--- config.mk ---
export PLATFORM = sky130hd
export DESIGN_NAME = f16_dot_acc
export DESIGN_NICKNAME = d
export VERILOG_FILES = /design/src/rtl/f16_pkg.sv /design/src/rtl/f16_fmac_normal_no_grs.sv /design/src/rtl/f16_dot_acc.sv
export SDC_FILE = /design/constraint.sdc
export NUM_CORES = 1
export LEC_CHECK = 0
export CAP_MARGIN = 30
export CORE_MARGIN = 2
export CORE_UTILIZATION = 50
export CTS_CLUSTER_DIAMETER = 100
export DETAILED_ROUTE_END_ITERATION = 8
export GPL_TIMING_DRIVEN = 0
export PLACE_DENSITY = 0.68
export SLEW_MARGIN = 10
export SYNTH_ARGS = -nofsm -noshare
export SYNTH_HDL_FRONTEND = slang
export SYNTH_SLANG_ARGS = --single-unit
--- constraint.sdc ---
create_clock -name clk -period 24.6 [get_ports clk]
set_clock_uncertainty 0.15 [all_clocks]
set_input_delay 6.15 -clock clk [delete_from_list [all_inputs] [get_ports clk]]
set_output_delay 6.15 -clock clk [all_outputs]
set_load 0.1 [all_outputs]
--- src/rtl/f16_pkg.sv ---
// Shared half-precision constants, classification helpers and the dot-product FSM state type.
package f16_pkg;

    localparam logic [4:0]  F16_EXP_MAX = 5'h1F;
    localparam logic [15:0] F16_QNAN    = 16'h7E00;

    typedef enum logic [1:0] {
        IDLE = 2'd0,
        RUN  = 2'd1,
        DONE = 2'd2
    } dot_state_t;

    function automatic logic f16_is_nan(input logic [15:0] v);
        return (v[14:10] == F16_EXP_MAX) && (v[9:0] != 10'd0);
    endfunction

    function automatic logic f16_is_inf(input logic [15:0] v);
        return (v[14:10] == F16_EXP_MAX) && (v[9:0] == 10'd0);
    endfunction

endpackage

--- src/rtl/f16_fmac_normal_no_grs.sv ---
// Combinational f16 multiply-add result = x*y + z. Subnormal inputs and results flush to zero;
// alignment and normalisation truncate with no guard/round/sticky bits.
module f16_fmac_normal_no_grs
    import f16_pkg::*;
(
    input  logic [15:0] x,
    input  logic [15:0] y,
    input  logic [15:0] z,
    output logic [15:0] result
);

    logic               w_x_zero, w_y_zero, w_z_zero;
    logic               w_x_inf, w_y_inf, w_z_inf;
    logic               w_sp;
    logic [21:0]        w_mp;
    logic [21:0]        w_mz;
    logic signed [9:0]  w_ep, w_ez;
    logic               w_p_big;
    logic [22:0]        w_big_m, w_small_m, w_small_al, w_sum;
    logic signed [9:0]  w_big_e, w_small_e, w_shift, w_res_e;
    logic               w_big_s, w_small_s, w_sum_s;
    logic [4:0]         w_p;
    logic [9:0]         w_frac;

    assign w_x_zero = (x[14:10] == 5'd0);
    assign w_y_zero = (y[14:10] == 5'd0);
    assign w_z_zero = (z[14:10] == 5'd0);
    assign w_x_inf  = f16_is_inf(x);
    assign w_y_inf  = f16_is_inf(y);
    assign w_z_inf  = f16_is_inf(z);
    assign w_sp     = x[15] ^ y[15];

    // Both significands carry their binary point at bit 20.
    assign w_mp = {1'b1, x[9:0]} * {1'b1, y[9:0]};
    assign w_mz = {1'b1, z[9:0], 10'd0};
    assign w_ep = $signed({5'd0, x[14:10]}) + $signed({5'd0, y[14:10]}) - 10'sd15;
    assign w_ez = $signed({5'd0, z[14:10]});

    always_comb begin
        w_p_big = w_z_zero || (w_ep >= w_ez);
        if (w_p_big) begin
            w_big_m   = {1'b0, w_mp};
            w_big_e   = w_ep;
            w_big_s   = w_sp;
            w_small_m = w_z_zero ? 23'd0 : {1'b0, w_mz};
            w_small_e = w_ez;
            w_small_s = z[15];
        end else begin
            w_big_m   = {1'b0, w_mz};
            w_big_e   = w_ez;
            w_big_s   = z[15];
            w_small_m = {1'b0, w_mp};
            w_small_e = w_ep;
            w_small_s = w_sp;
        end
        w_shift = w_big_e - w_small_e;
        if (w_shift > 10'sd22) w_small_al = 23'd0;
        else                   w_small_al = w_small_m >> w_shift[4:0];

        if (w_big_s == w_small_s) begin
            w_sum   = w_big_m + w_small_al;
            w_sum_s = w_big_s;
        end else if (w_big_m >= w_small_al) begin
            w_sum   = w_big_m - w_small_al;
            w_sum_s = w_big_s;
        end else begin
            w_sum   = w_small_al - w_big_m;
            w_sum_s = w_small_s;
        end

        w_p = 5'd0;
        for (int i = 0; i < 23; i++) begin
            if (w_sum[i]) w_p = 5'(i);
        end
        w_res_e = w_big_e + $signed({5'd0, w_p}) - 10'sd20;
        if (w_p >= 5'd10) w_frac = 10'(w_sum >> (w_p - 5'd10));
        else              w_frac = 10'(w_sum << (5'd10 - w_p));

        // NaN operands propagate quieted, z first; invalid operations yield the canonical qNaN.
        if (f16_is_nan(z)) begin
            result = z | 16'h0200;
        end else if (f16_is_nan(x)) begin
            result = x | 16'h0200;
        end else if (f16_is_nan(y)) begin
            result = y | 16'h0200;
        end else if ((w_x_inf && w_y_zero) || (w_y_inf && w_x_zero)) begin
            result = F16_QNAN;
        end else if (w_x_inf || w_y_inf) begin
            if (w_z_inf && (z[15] != w_sp)) result = F16_QNAN;
            else                            result = {w_sp, F16_EXP_MAX, 10'd0};
        end else if (w_z_inf) begin
            result = z;
        end else if (w_x_zero || w_y_zero) begin
            if (w_z_zero) result = {z[15] & w_sp, 15'd0};
            else          result = z;
        end else if (w_sum == 23'd0) begin
            result = 16'h0000;
        end else if (w_res_e > 10'sd30) begin
            result = {w_sum_s, F16_EXP_MAX, 10'd0};
        end else if (w_res_e < 10'sd1) begin
            result = {w_sum_s, 15'd0};
        end else begin
            result = {w_sum_s, w_res_e[4:0], w_frac};
        end
    end

endmodule

--- src/rtl/f16_dot_acc.sv ---
// Streaming f16 dot-product accumulator: acc = z_init + sum(x*y), one FMAC step per accepted pair.
module f16_dot_acc
    import f16_pkg::*;
#(
    parameter int unsigned LEN_W = 8
) (
    input  logic             clk,
    input  logic             rst,
    input  logic             start,
    input  logic [LEN_W-1:0] len,
    input  logic [15:0]      z_init,
    input  logic             in_valid,
    output logic             in_ready,
    input  logic [15:0]      in_x,
    input  logic [15:0]      in_y,
    output logic             out_valid,
    input  logic             out_ready,
    output logic [15:0]      out_result,
    output logic             out_nan,
    output logic             out_inf,
    output logic             busy
);

    dot_state_t       r_state;
    logic [15:0]      r_acc;
    logic [LEN_W-1:0] r_cnt;
    logic             r_nan, r_inf;
    logic             r_in_ready, r_out_valid, r_busy;
    logic [15:0]      w_fmac;

    f16_fmac_normal_no_grs u_fmac (
        .x      (in_x),
        .y      (in_y),
        .z      (r_acc),
        .result (w_fmac)
    );

    // Handshake outputs are registered alongside the state so they never depend on inputs.
    always_ff @(posedge clk or posedge rst) begin
        if (rst) begin
            r_state     <= IDLE;
            r_acc       <= 16'd0;
            r_cnt       <= '0;
            r_nan       <= 1'b0;
            r_inf       <= 1'b0;
            r_in_ready  <= 1'b0;
            r_out_valid <= 1'b0;
            r_busy      <= 1'b0;
        end else begin
            case (r_state)
                IDLE: begin
                    if (start) begin
                        r_acc  <= z_init;
                        r_nan  <= f16_is_nan(z_init);
                        r_inf  <= f16_is_inf(z_init);
                        r_cnt  <= len;
                        r_busy <= 1'b1;
                        if (len != '0) begin
                            r_state    <= RUN;
                            r_in_ready <= 1'b1;
                        end else begin
                            r_state     <= DONE;
                            r_out_valid <= 1'b1;
                        end
                    end
                end
                RUN: begin
                    if (in_valid) begin
                        r_acc <= w_fmac;
                        r_cnt <= r_cnt - 1'b1;
                        r_nan <= r_nan | f16_is_nan(w_fmac);
                        r_inf <= r_inf | f16_is_inf(w_fmac);
                        if (r_cnt == LEN_W'(1)) begin
                            r_state     <= DONE;
                            r_in_ready  <= 1'b0;
                            r_out_valid <= 1'b1;
                        end
                    end
                end
                DONE: begin
                    if (out_ready) begin
                        r_state     <= IDLE;
                        r_out_valid <= 1'b0;
                        r_busy      <= 1'b0;
                    end
                end
                default: begin
                    r_state     <= IDLE;
                    r_in_ready  <= 1'b0;
                    r_out_valid <= 1'b0;
                    r_busy      <= 1'b0;
                end
            endcase
        end
    end

    assign in_ready   = r_in_ready;
    assign out_valid  = r_out_valid;
    assign out_result = r_acc;
    assign out_nan    = r_nan;
    assign out_inf    = r_inf;
    assign busy       = r_busy;

endmodule
== Word-level counts from Yosys, hierarchy flattened ==
Cells that the tools add are included.

* Word-level logic and storage cells: 173
* Bits in registers: 31
* Output and inout port bits: 21

* Equality and inequality tests: 19
* Add/subtract/negate cells: 11
* Shifts and indexed selects: 3
* Mux-type cells: 78
* Magnitude comparators: 6
* Reduce and logical (&&, ||, !) cells: 40
* $mul: 1
* Bitwise operators: 6

{| class="wikitable"
|+ Operators with widths
! cell !! count
|-
| 16-bit two-way mux || 12
|-
| 23-bit two-way mux || 4
|-
| 10-bit logical NOT || 5
|-
| 10-bit nonzero test || 5
|-
| 5-bit two-way mux || 7
|-
| 4-bit two-way mux || 8
|-
| 16-bit case mux with 2 select lines || 1
|-
| 10-bit two-way mux || 3
|-
| 15-bit two-way mux || 2
|-
| 5-bit equality test (second input constant) || 5
|-
| 22-bit by 23-bit adder with 23-bit output || 1
|-
| 22-bit by 23-bit greater-or-equal comparator with 1-bit output || 1
|-
| 23-bit logical NOT || 1
|-
| 23-bit by 5-bit << shifter with 10-bit output || 1
|-
| 23-bit by 5-bit >> shifter with 10-bit output || 1
|-
| 23-bit by 5-bit >> shifter with 23-bit output || 1
|-
| 22-bit by 23-bit subtractor with 23-bit output || 1
|-
| 23-bit by 22-bit subtractor with 23-bit output || 1
|-
| 11-bit by 11-bit multiplier with 22-bit output || 1
|-
| 22-bit two-way mux || 1
|-
| 21-bit two-way mux || 1
|-
| 10-bit by 6-bit > comparator with 1-bit output (second input constant) || 2
|-
| 1-bit two-way mux || 19
|-
| 8-bit two-way mux || 2
|-
| other kinds (39) || 78
|}

== Depth between registers and ports, before layout ==
Gate-level depths: netlist of the first run.

* Depth after elaboration: 51
* Depth in mapped cells: 61
* Gate-level depth less buffers: 56

== Cells and area by module ==
Synthesis of the first run repeated with hierarchy kept, for this count alone.

* Cells, all modules: 2039
* Area, all modules: 14680.3 um^2

{| class="wikitable"
|+ By module, submodules not included
! module !! sequential area each (um^2) !! cells each !! area an instance (um^2) !! times used
|-
| f16_fmac_normal_no_grs || 0.0 || 1852 || 12968.7 || 1
|-
| f16_dot_acc || 775.7 || 187 || 1711.6 || 1
|}

== Least setup slack after synthesis of the first run ==
Ideal clock, no wire load.

* Path type: in2reg
* From: input in_y[2]
* To: register r_acc[5], in the netlist out_result[5]
* Path slack: 5772 ps
* Buffers on the path: 5
* Stages: 57
* Arrival: 18609 ps
* Data required time: 24381 ps
* Path through: clkbuf_1 -> nand2_1 -> fa_1 -> inv_1 -> ha_1 -> fa_1 -> ha_1 -> inv_1 -> fa_1 -> inv_1 -> ha_1 -> nor2b_1 -> o21ai_0 -> a21boi_0 -> o21a_1 -> o21ai_0 -> a21oi_1 -> nor4_1 -> [21 not listed] -> buf_4 -> ha_1 -> ha_1 -> fa_1 -> a21o_1 -> a21o_1 -> a21o_1 -> a21oi_1 -> o21bai_1 -> a21oi_1 -> xor2_1 -> o41ai_4 -> or4_1 -> buf_2 -> and2_1 -> o21ai_1 -> nor4b_1 -> a221o_1

* Cells in the longest elaborated chain, start to end: 44
* Elaborated cells between the ends (all ways): 63
* Classes of those cells: add/sub (7); mul (1); order compare (4); shift (3); mux (40); reduce/logical (8)

{| class="wikitable"
|+ Ends and longest elaborated chain
! element !! line !! source
|-
| start: declaration || f16_dot_acc.sv:15 || <nowiki>input logic [15:0] in_y,</nowiki>
|-
| 11-bit by 11-bit multiplier with 22-bit output || f16_fmac_normal_no_grs.sv:34 || <nowiki>assign w_mp = {1'b1, x[9:0]} * {1'b1, y[9:0]};</nowiki>
|-
| 23-bit two-way mux || f16_fmac_normal_no_grs.sv:41 || <nowiki>if (w_p_big) begin</nowiki>
|-
| 23-bit by 5-bit >> shifter with 23-bit output || f16_fmac_normal_no_grs.sv:58 || <nowiki>else w_small_al = w_small_m >> w_shift[4:0];</nowiki>
|-
| 23-bit two-way mux || f16_fmac_normal_no_grs.sv:57 || <nowiki>if (w_shift > 10'sd22) w_small_al = 23'd0;</nowiki>
|-
| 23-bit by 22-bit subtractor with 23-bit output, or another cell as far along || f16_fmac_normal_no_grs.sv:67 || <nowiki>w_sum = w_small_al - w_big_m;</nowiki>
|-
| 23-bit two-way mux || f16_fmac_normal_no_grs.sv:63 || <nowiki>end else if (w_big_m >= w_small_al) begin</nowiki>
|-
| 23-bit two-way mux || f16_fmac_normal_no_grs.sv:60 || <nowiki>if (w_big_s == w_small_s) begin</nowiki>
|-
| 1-bit two-way mux || f16_fmac_normal_no_grs.sv:73 || <nowiki>if (w_sum[i]) w_p = 5'(i);</nowiki>
|-
| [28 not listed] || - ||
|-
| 16-bit two-way mux || f16_fmac_normal_no_grs.sv:91 || <nowiki>end else if (w_z_inf) begin</nowiki>
|-
| 16-bit two-way mux || f16_fmac_normal_no_grs.sv:88 || <nowiki>end else if (w_x_inf || w_y_inf) begin</nowiki>
|-
| 16-bit two-way mux || f16_fmac_normal_no_grs.sv:86 || <nowiki>end else if ((w_x_inf && w_y_zero) || (w_y_inf && w_x_zero)) begin</nowiki>
|-
| 16-bit two-way mux * || f16_fmac_normal_no_grs.sv:84 || <nowiki>end else if (f16_is_nan(y)) begin</nowiki>
|-
| 16-bit two-way mux * || f16_fmac_normal_no_grs.sv:82 || <nowiki>end else if (f16_is_nan(x)) begin</nowiki>
|-
| 16-bit two-way mux * || f16_fmac_normal_no_grs.sv:80 || <nowiki>if (f16_is_nan(z)) begin</nowiki>
|-
| 16-bit two-way mux * || f16_dot_acc.sv:68 || <nowiki>if (in_valid) begin</nowiki>
|-
| 16-bit case mux with 2 select lines * || f16_dot_acc.sv:50 || <nowiki>case (r_state)</nowiki>
|-
| end signal: assignment || f16_dot_acc.sv:53 || <nowiki>r_acc <= z_init;</nowiki>
|-
| end signal: assignment || f16_dot_acc.sv:69 || <nowiki>r_acc <= w_fmac;</nowiki>
|-
| end: declaration || f16_dot_acc.sv:25 || <nowiki>logic [15:0] r_acc;</nowiki>
|}

Every way passes the cells marked *; elsewhere a longest branch is shown, timed or not. The select of a mux whose other input is x is not followed.
A chain may end at the register's enable or synchronous reset.

== Worst setup path after layout of the first run ==
* From: input in_x[3]
* To: register r_acc[2], in the netlist out_result[2]

* Cells in the longest elaborated chain, start to end: 44
* Elaborated cells between the ends (all ways): 63
* Classes of those cells: add/sub (7); mul (1); order compare (4); shift (3); mux (40); reduce/logical (8)

{| class="wikitable"
|+ Ends and longest elaborated chain
! element !! line !! source
|-
| start: declaration || f16_dot_acc.sv:14 || <nowiki>input logic [15:0] in_x,</nowiki>
|-
| 11-bit by 11-bit multiplier with 22-bit output || f16_fmac_normal_no_grs.sv:34 ||
|-
| 23-bit two-way mux || f16_fmac_normal_no_grs.sv:41 ||
|-
| 23-bit by 5-bit >> shifter with 23-bit output || f16_fmac_normal_no_grs.sv:58 ||
|-
| 23-bit two-way mux || f16_fmac_normal_no_grs.sv:57 ||
|-
| 23-bit by 22-bit subtractor with 23-bit output, or another cell as far along || f16_fmac_normal_no_grs.sv:67 ||
|-
| 23-bit two-way mux || f16_fmac_normal_no_grs.sv:63 ||
|-
| 23-bit two-way mux || f16_fmac_normal_no_grs.sv:60 ||
|-
| 1-bit two-way mux || f16_fmac_normal_no_grs.sv:73 ||
|-
| [28 not listed] || - ||
|-
| 16-bit two-way mux || f16_fmac_normal_no_grs.sv:91 ||
|-
| 16-bit two-way mux || f16_fmac_normal_no_grs.sv:88 ||
|-
| 16-bit two-way mux || f16_fmac_normal_no_grs.sv:86 ||
|-
| 16-bit two-way mux || f16_fmac_normal_no_grs.sv:84 ||
|-
| 16-bit two-way mux * || f16_fmac_normal_no_grs.sv:82 ||
|-
| 16-bit two-way mux * || f16_fmac_normal_no_grs.sv:80 ||
|-
| 16-bit two-way mux * || f16_dot_acc.sv:68 ||
|-
| 16-bit case mux with 2 select lines * || f16_dot_acc.sv:50 ||
|}

Marks and branches as above.

==> impl_metrics.json, run 1 <==
{
  "worstSetupStartpointType": "input pin",
  "ys.flop_type": "dfrtp_1",
  "boundaryPins": 82,
  "core_um2": 30500,
  "grt_overflow": 0,
  "max_stage_delay_ns": 0.77,
  "worst_setup_path_end_kind": "flip-flop",
  "syn-num-nets": 2369,
  "nNetsFinal": 2458,
  "die_area_um2": 32300,
  "holdWs_ns": 0.347,
  "cts_setup_buffers": 0,
  "synth.area.top_cells": "ha_1 13%, fa_1 11%, dfrtp_1 5.0%, inv_1 4.6%, nand2_1 4.6%",
  "place_hpwl_um": 48100,
  "layout-drive-gt1-share_pct": 7.01,
  "synthDistinctLibCells": 116,
  "htreeDepth": 2,
  "r2r_end": "out_result[2]",
  "cts_tree": "built",
  "cts_buffer_depth": 2,
  "syn_area_per_cell_um2": 7.48,
  "critPathKind": "input pin to flip-flop",
  "drt_wl_total_um": 57600,
  "final.setup.worst_slack_ns": 2.43,
  "gr-usage-all-layers_pct": 34.3,
  "slew_violations": 0,
  "grt_pass1_wl_um": 88800,
  "postCtsHoldBufs": 0,
  "period_needed_ns": 22.17,
  "clk_pin_slew_ns": 0.05,
  "cts_resized": 0,
  "numCtsBuffers": 5,
  "startpoint": "in_x[3]",
  "syn_inst": 2065,
  "ff2ff_setup_slack_ns": 10.80,
  "synth_area_leader_cell": "ha_1",
  "synth_fa_ha_area_share_pct": 23.8,
  "drt-initial-drc-count": 1412,
  "synth_top_area_share_pct": 12.8,
  "yosysSeqAreaShare_pct": 5.02,
  "fp.dieH_um": 180,
  "fill_cells": 3017,
  "ys_async_sr_fraction_pct": 100,
  "tightest_slew_ns": 1.01,
  "hold_start": "out_valid",
  "endpoint": "out_result[2]",
  "cp.buffers_inverters": 12,
  "area_growth_pct": 9.39,
  "crit_family": "compound AO/OA/AOI/OAI gates",
  "min_path_type": "flip-flop to flip-flop",
  "synth_mux_area_share_pct": 6.80,
  "crit_cells": 59,
  "initial_core_util_pct": 50.6,
  "viasPerCell": 6.50,
  "setup_viol": 0,
  "ys_ff_latch": 31,
  "yosys.area_share.simple_pct": 24.7,
  "drv_cap": 0,
  "antenna_found_initial": 0,
  "die_x_um": 180,
  "cp_max_fo": 11,
  "synth_compound_area_share_pct": 27.3,
  "cts_root_buf": "clkbuf_16",
  "rr_startpoint": "out_result[12]",
  "gp_congestion": 1.01,
  "vias": 16600,
  "numPortBuffers": 81,
  "antennaDiodeCount": 0,
  "synth-edff-count": 0,
  "drc": 0,
  "grt_max_degree": 32,
  "hold_violations": 0,
  "slew-limit-headroom_pct": 30.7,
  "dp_slack_ns": 2.37,
  "synth_top_family_by_area": "compound AO/OA/AOI/OAI gates",
  "multiInputGateArea_um2": 13300,
  "yosys.area_share.xor_xnor_pct": 3.43,
  "rsz0062_at_grt": "no",
  "yosysWarnings": 0,
  "status": "finished, final reports clean",
  "crit_arrival_ns": 22.23,
  "fin_crit_sh_pct": 90.1,
  "wl_per_cell_um": 22.6,
  "ant_nets": 0,
  "firstDrtPassIters": 6,
  "setup_tns_ns": 0,
  "r2r_cells": 50,
  "seqCellArea_um2": 776,
  "grt_pass1_vias": 15900,
  "path_common_cell": "ha_1",
  "worstSkewPairLatency_ns": 0.28,
  "max_freq_mhz": 45.1,
  "rows": 64,
  "cts_sinks": 31,
  "post_synth_instance_area_um2": 15500,
  "worstPathRequired_ns": 24.66,
  "synth_common_cells": "190 x inv_1, 190 x nand2_1, 158 x ha_1",
  "crit_slowest_cell": "clkdlybuf4s50_1"
}
cell usage in the layout, fill, tap and decap left out, types with 26 or more instances in the layout:
cell type          n
and2_1            83
xnor2_1           36
and3_1            27
nand3_1           56
o211ai_1          32
or3_1             30
nor3_1            63
nor2_1           148
ha_1             158
clkdlybuf4s50_1   81
dfrtp_1           31
clkbuf_1          70
a31oi_1           26
nor4_1            30
mux2i_1           60
a21o_1            39
nand2_1          190
inv_1            189
o21ai_0           86
a211oi_1          31
a21oi_1          137
fa_1              85
routing by layer:
metal | share of wire, % | track usage, %
met2 | 45 | 56.2
met1 | 42 | 44.6
met3 | 8.0 | 5.83
met5 | 0 | 0
met4 | 4.9 | 14.4
worst min path at each step:
stage / to / slack, ns / cells after the start
floorplan: r_cnt[7] / 0.37 / 2
global placement: out_valid / 0.32 / 1
detailed placement: out_valid / 0.33 / 1
CTS: out_valid / 0.35 / 1
global route: out_valid / 0.38 / 1
finish: out_valid / 0.35 / 1
flip-flops by register name, summed over array words and instances (netlist names):
signal      cells
out_nan         1
in_ready        1
r_state         2
out_inf         1
r_cnt           8
out_valid       1
busy            1
out_result     16
through the flow:
| stage | area, µm² | instances | utilization, % |
|---|---|---|---|
| after detailed placement | 16800 | 2543 | 55.0 |
| final | 16900 | 2551 | 55.4 |
| after floorplan | 15500 | 2065 | - |
| after global placement | 16800 | 2542 | 54.9 |
| after global routing | 16900 | 2551 | 55.4 |
| after CTS | 16900 | 2551 | 55.4 |
cell type report:
class	instances	area share, %
clock inverter	1	0.0296
tap	396	2.93
timing repair buffer	82	4.84
inverter	196	4.38
clock buffer	7	0.785
sequential	31	4.59
buffer	121	3.75
multi-input combinational	1717	78.7
worst register-to-register path: cells and delay by family (launching register included):
| kind | cells | cell delay (ns) |
|---|---|---|
| compound gates | 22 | 5.64 |
| simple gates | 10 | 3.52 |
| buf+inv | 10 | 1.87 |
| fa+ha+maj | 6 | 1.63 |
| xor+xnor | 2 | 0.56 |
| flops | 1 | 0.37 |
kinds of logic after synthesis:
| kind of cell | after synthesis |
|---|---|
| AND/OR/NAND/NOR | 749 |
| AO/OA/AOI/OAI | 583 |
| buffers and inverters | 317 |
| adder cells (fa/ha/maj) | 243 |
| multiplexers | 88 |
| XOR/XNOR | 54 |
| flip-flops | 31 |
Power of run 1 is not shown: default switching activity piles up to over one toggle a cycle in this logic, so the estimate is an artifact.
==> run 2: changes to the inputs <==
Settings changed: GPL_TIMING_DRIVEN 0 to not set, SLEW_MARGIN 10 to not set.
==> run 2 against run 1 <==
- global-route usage is 1.8 points lower
- utilization is 1.4 points lower
- final cell count is 4.0% lower
- largest cell class unchanged
==> impl_metrics.json, run 2 (synthesis results as in run 1) <==
{
  "die_x_um": 180,
  "crit_arrival_ns": 22.19,
  "r2r_end": "out_result[6]",
  "cts_buffer_depth": 2,
  "drv_cap": 0,
  "grtUsageMet2_pct": 52.0,
  "place_hpwl_um": 43800,
  "layout-drive-gt1-share_pct": 6.43,
  "ant_nets": 0,
  "rr_startpoint": "out_result[12]",
  "hold_violations": 0,
  "boundaryPins": 82,
  "vias": 16000,
  "min_path_type": "flip-flop to flip-flop",
  "rows": 64,
  "hold_path_end": "out_valid",
  "r2r_cells": 43,
  "grt_pass1_vias": 15300,
  "gp_congestion": 0.998,
  "fp.dieH_um": 180,
  "viasPerCell": 6.54,
  "core_um2": 30500,
  "initial_core_util_pct": 50.6,
  "setup_tns_ns": 0,
  "postCtsHoldBufs": 0,
  "multiInputGateArea_um2": 13300,
  "cts_sinks": 31,
  "use_met3_pct": 5.51,
  "largest_reg_flops": 16,
  "max_freq_mhz": 45.2,
  "met1_usage_pct": 43.6,
  "max_stage_delay_ns": 0.91,
  "slew_violations": 0,
  "wl_per_cell_um": 22.2,
  "final_cell_mix": "190 x inv_1, 190 x nand2_1, 158 x ha_1, 147 x nor2_1, 136 x a21oi_1",
  "hold_start": "out_valid",
  "drt-initial-drc-count": 1681,
  "period_needed_ns": 22.15,
  "gr-usage-all-layers_pct": 32.5,
  "critPathKind": "input pin to flip-flop",
  "rsz0062_at_grt": "no",
  "antennaDiodeCount": 0,
  "numPortBuffers": 81,
  "grt_pass1_wl_um": 85200,
  "fin_crit_sh_pct": 90.0,
  "tightest_slew_ns": 1.05,
  "htreeDepth": 2,
  "antenna_found_initial": 0,
  "numCtsBuffers": 5,
  "area_growth_pct": 6.56,
  "slew-limit-headroom_pct": 29.7,
  "hold_depth": 1,
  "clk_pin_slew_ns": 0.05,
  "grt.busiest_layer": "met2",
  "grt_overflow": 0,
  "dp.cells": 2443,
  "status": "finished, final reports clean",
  "firstDrtPassIters": 6,
  "worst_setup_path_end_kind": "flip-flop",
  "grt_max_degree": 41,
  "ff2ff_setup_slack_ns": 9.71,
  "die_area_um2": 32300,
  "worstSetupStartpointType": "input pin",
  "nNetsFinal": 2358,
  "drc": 0,
  "cts_tree": "built",
  "cts_setup_buffers": 0,
  "cp_max_fo": 33,
  "drt_wl_total_um": 54400,
  "fill_cells": 2946,
  "worstPathRequired_ns": 24.64,
  "seqCellArea_um2": 776,
  "layout.cells.non_filler": 2450,
  "worstSkewPairLatency_ns": 0.28,
  "cts_resized": 0,
  "crit_slowest_cell": "ha_1",
  "cts_root_buf": "clkbuf_16",
  "setup_viol": 0
}
## run 2: per-layer routing
metal / vias up / wire, µm
li1: 7448 / -
met1: 7624 / 22400
met2: 795 / 24300
met3: 154 / 5070
met4: 0 / 2620
met5: - / 0
## run 2: stage by stage
step	worst slack (ns)	utilization (%)	cell area [µm²]	hold slack [ns]
global placement	2.66	53.5	16300	0.316
detailed placement	2.49	53.5	16300	0.320
finish	2.45	54.0	16500	0.329
global route	1.38	54.0	16500	0.362
floorplan	5.77	-	15500	0.367
CTS	2.74	54.0	16500	0.330
## run 2: cell type report
type,count,share of cell area (%)
clock buffers,6,0.843
clock inverters,1,0.0304
inverters,196,4.50
multi-input cells,1717,81.0
flip-flops and latches,31,4.71
well taps,396,3.01
repair buffers,103,5.93
## run 2: worst max-delay path by stage
| stage | from | endpoint | slack, ns | cells past startpoint |
|---|---|---|---|---|
| floorplan | in_y[2] | out_result[5] | 5.77 | 57 |
| global placement | in_x[11] | out_result[6] | 2.66 | 50 |
| detailed placement | in_x[11] | out_result[6] | 2.49 | 50 |
| CTS | in_x[11] | out_result[6] | 2.74 | 50 |
| global route | in_x[11] | out_result[6] | 1.38 | 51 |
| finish | in_x[11] | out_result[6] | 2.45 | 50 |
## run 2: worst max-delay path, delay by kind of cell
kind / cells / cell delay [ns]
compound gates: 26 / 6.92
xor+xnor: 4 / 1.20
fa+ha+maj: 7 / 2.86
buf+inv: 5 / 1.80
simple gates: 8 / 3.22
Power of run 2 is left out for the same reason.
==> run 3: changes to the inputs <==
Settings changed: HOLD_SLACK_MARGIN set to 0.12.
==> results of run 3 <==
No change in the layout: final DEF, timing and power equal those of run 2.
Power of run 3 is left out for the same reason.
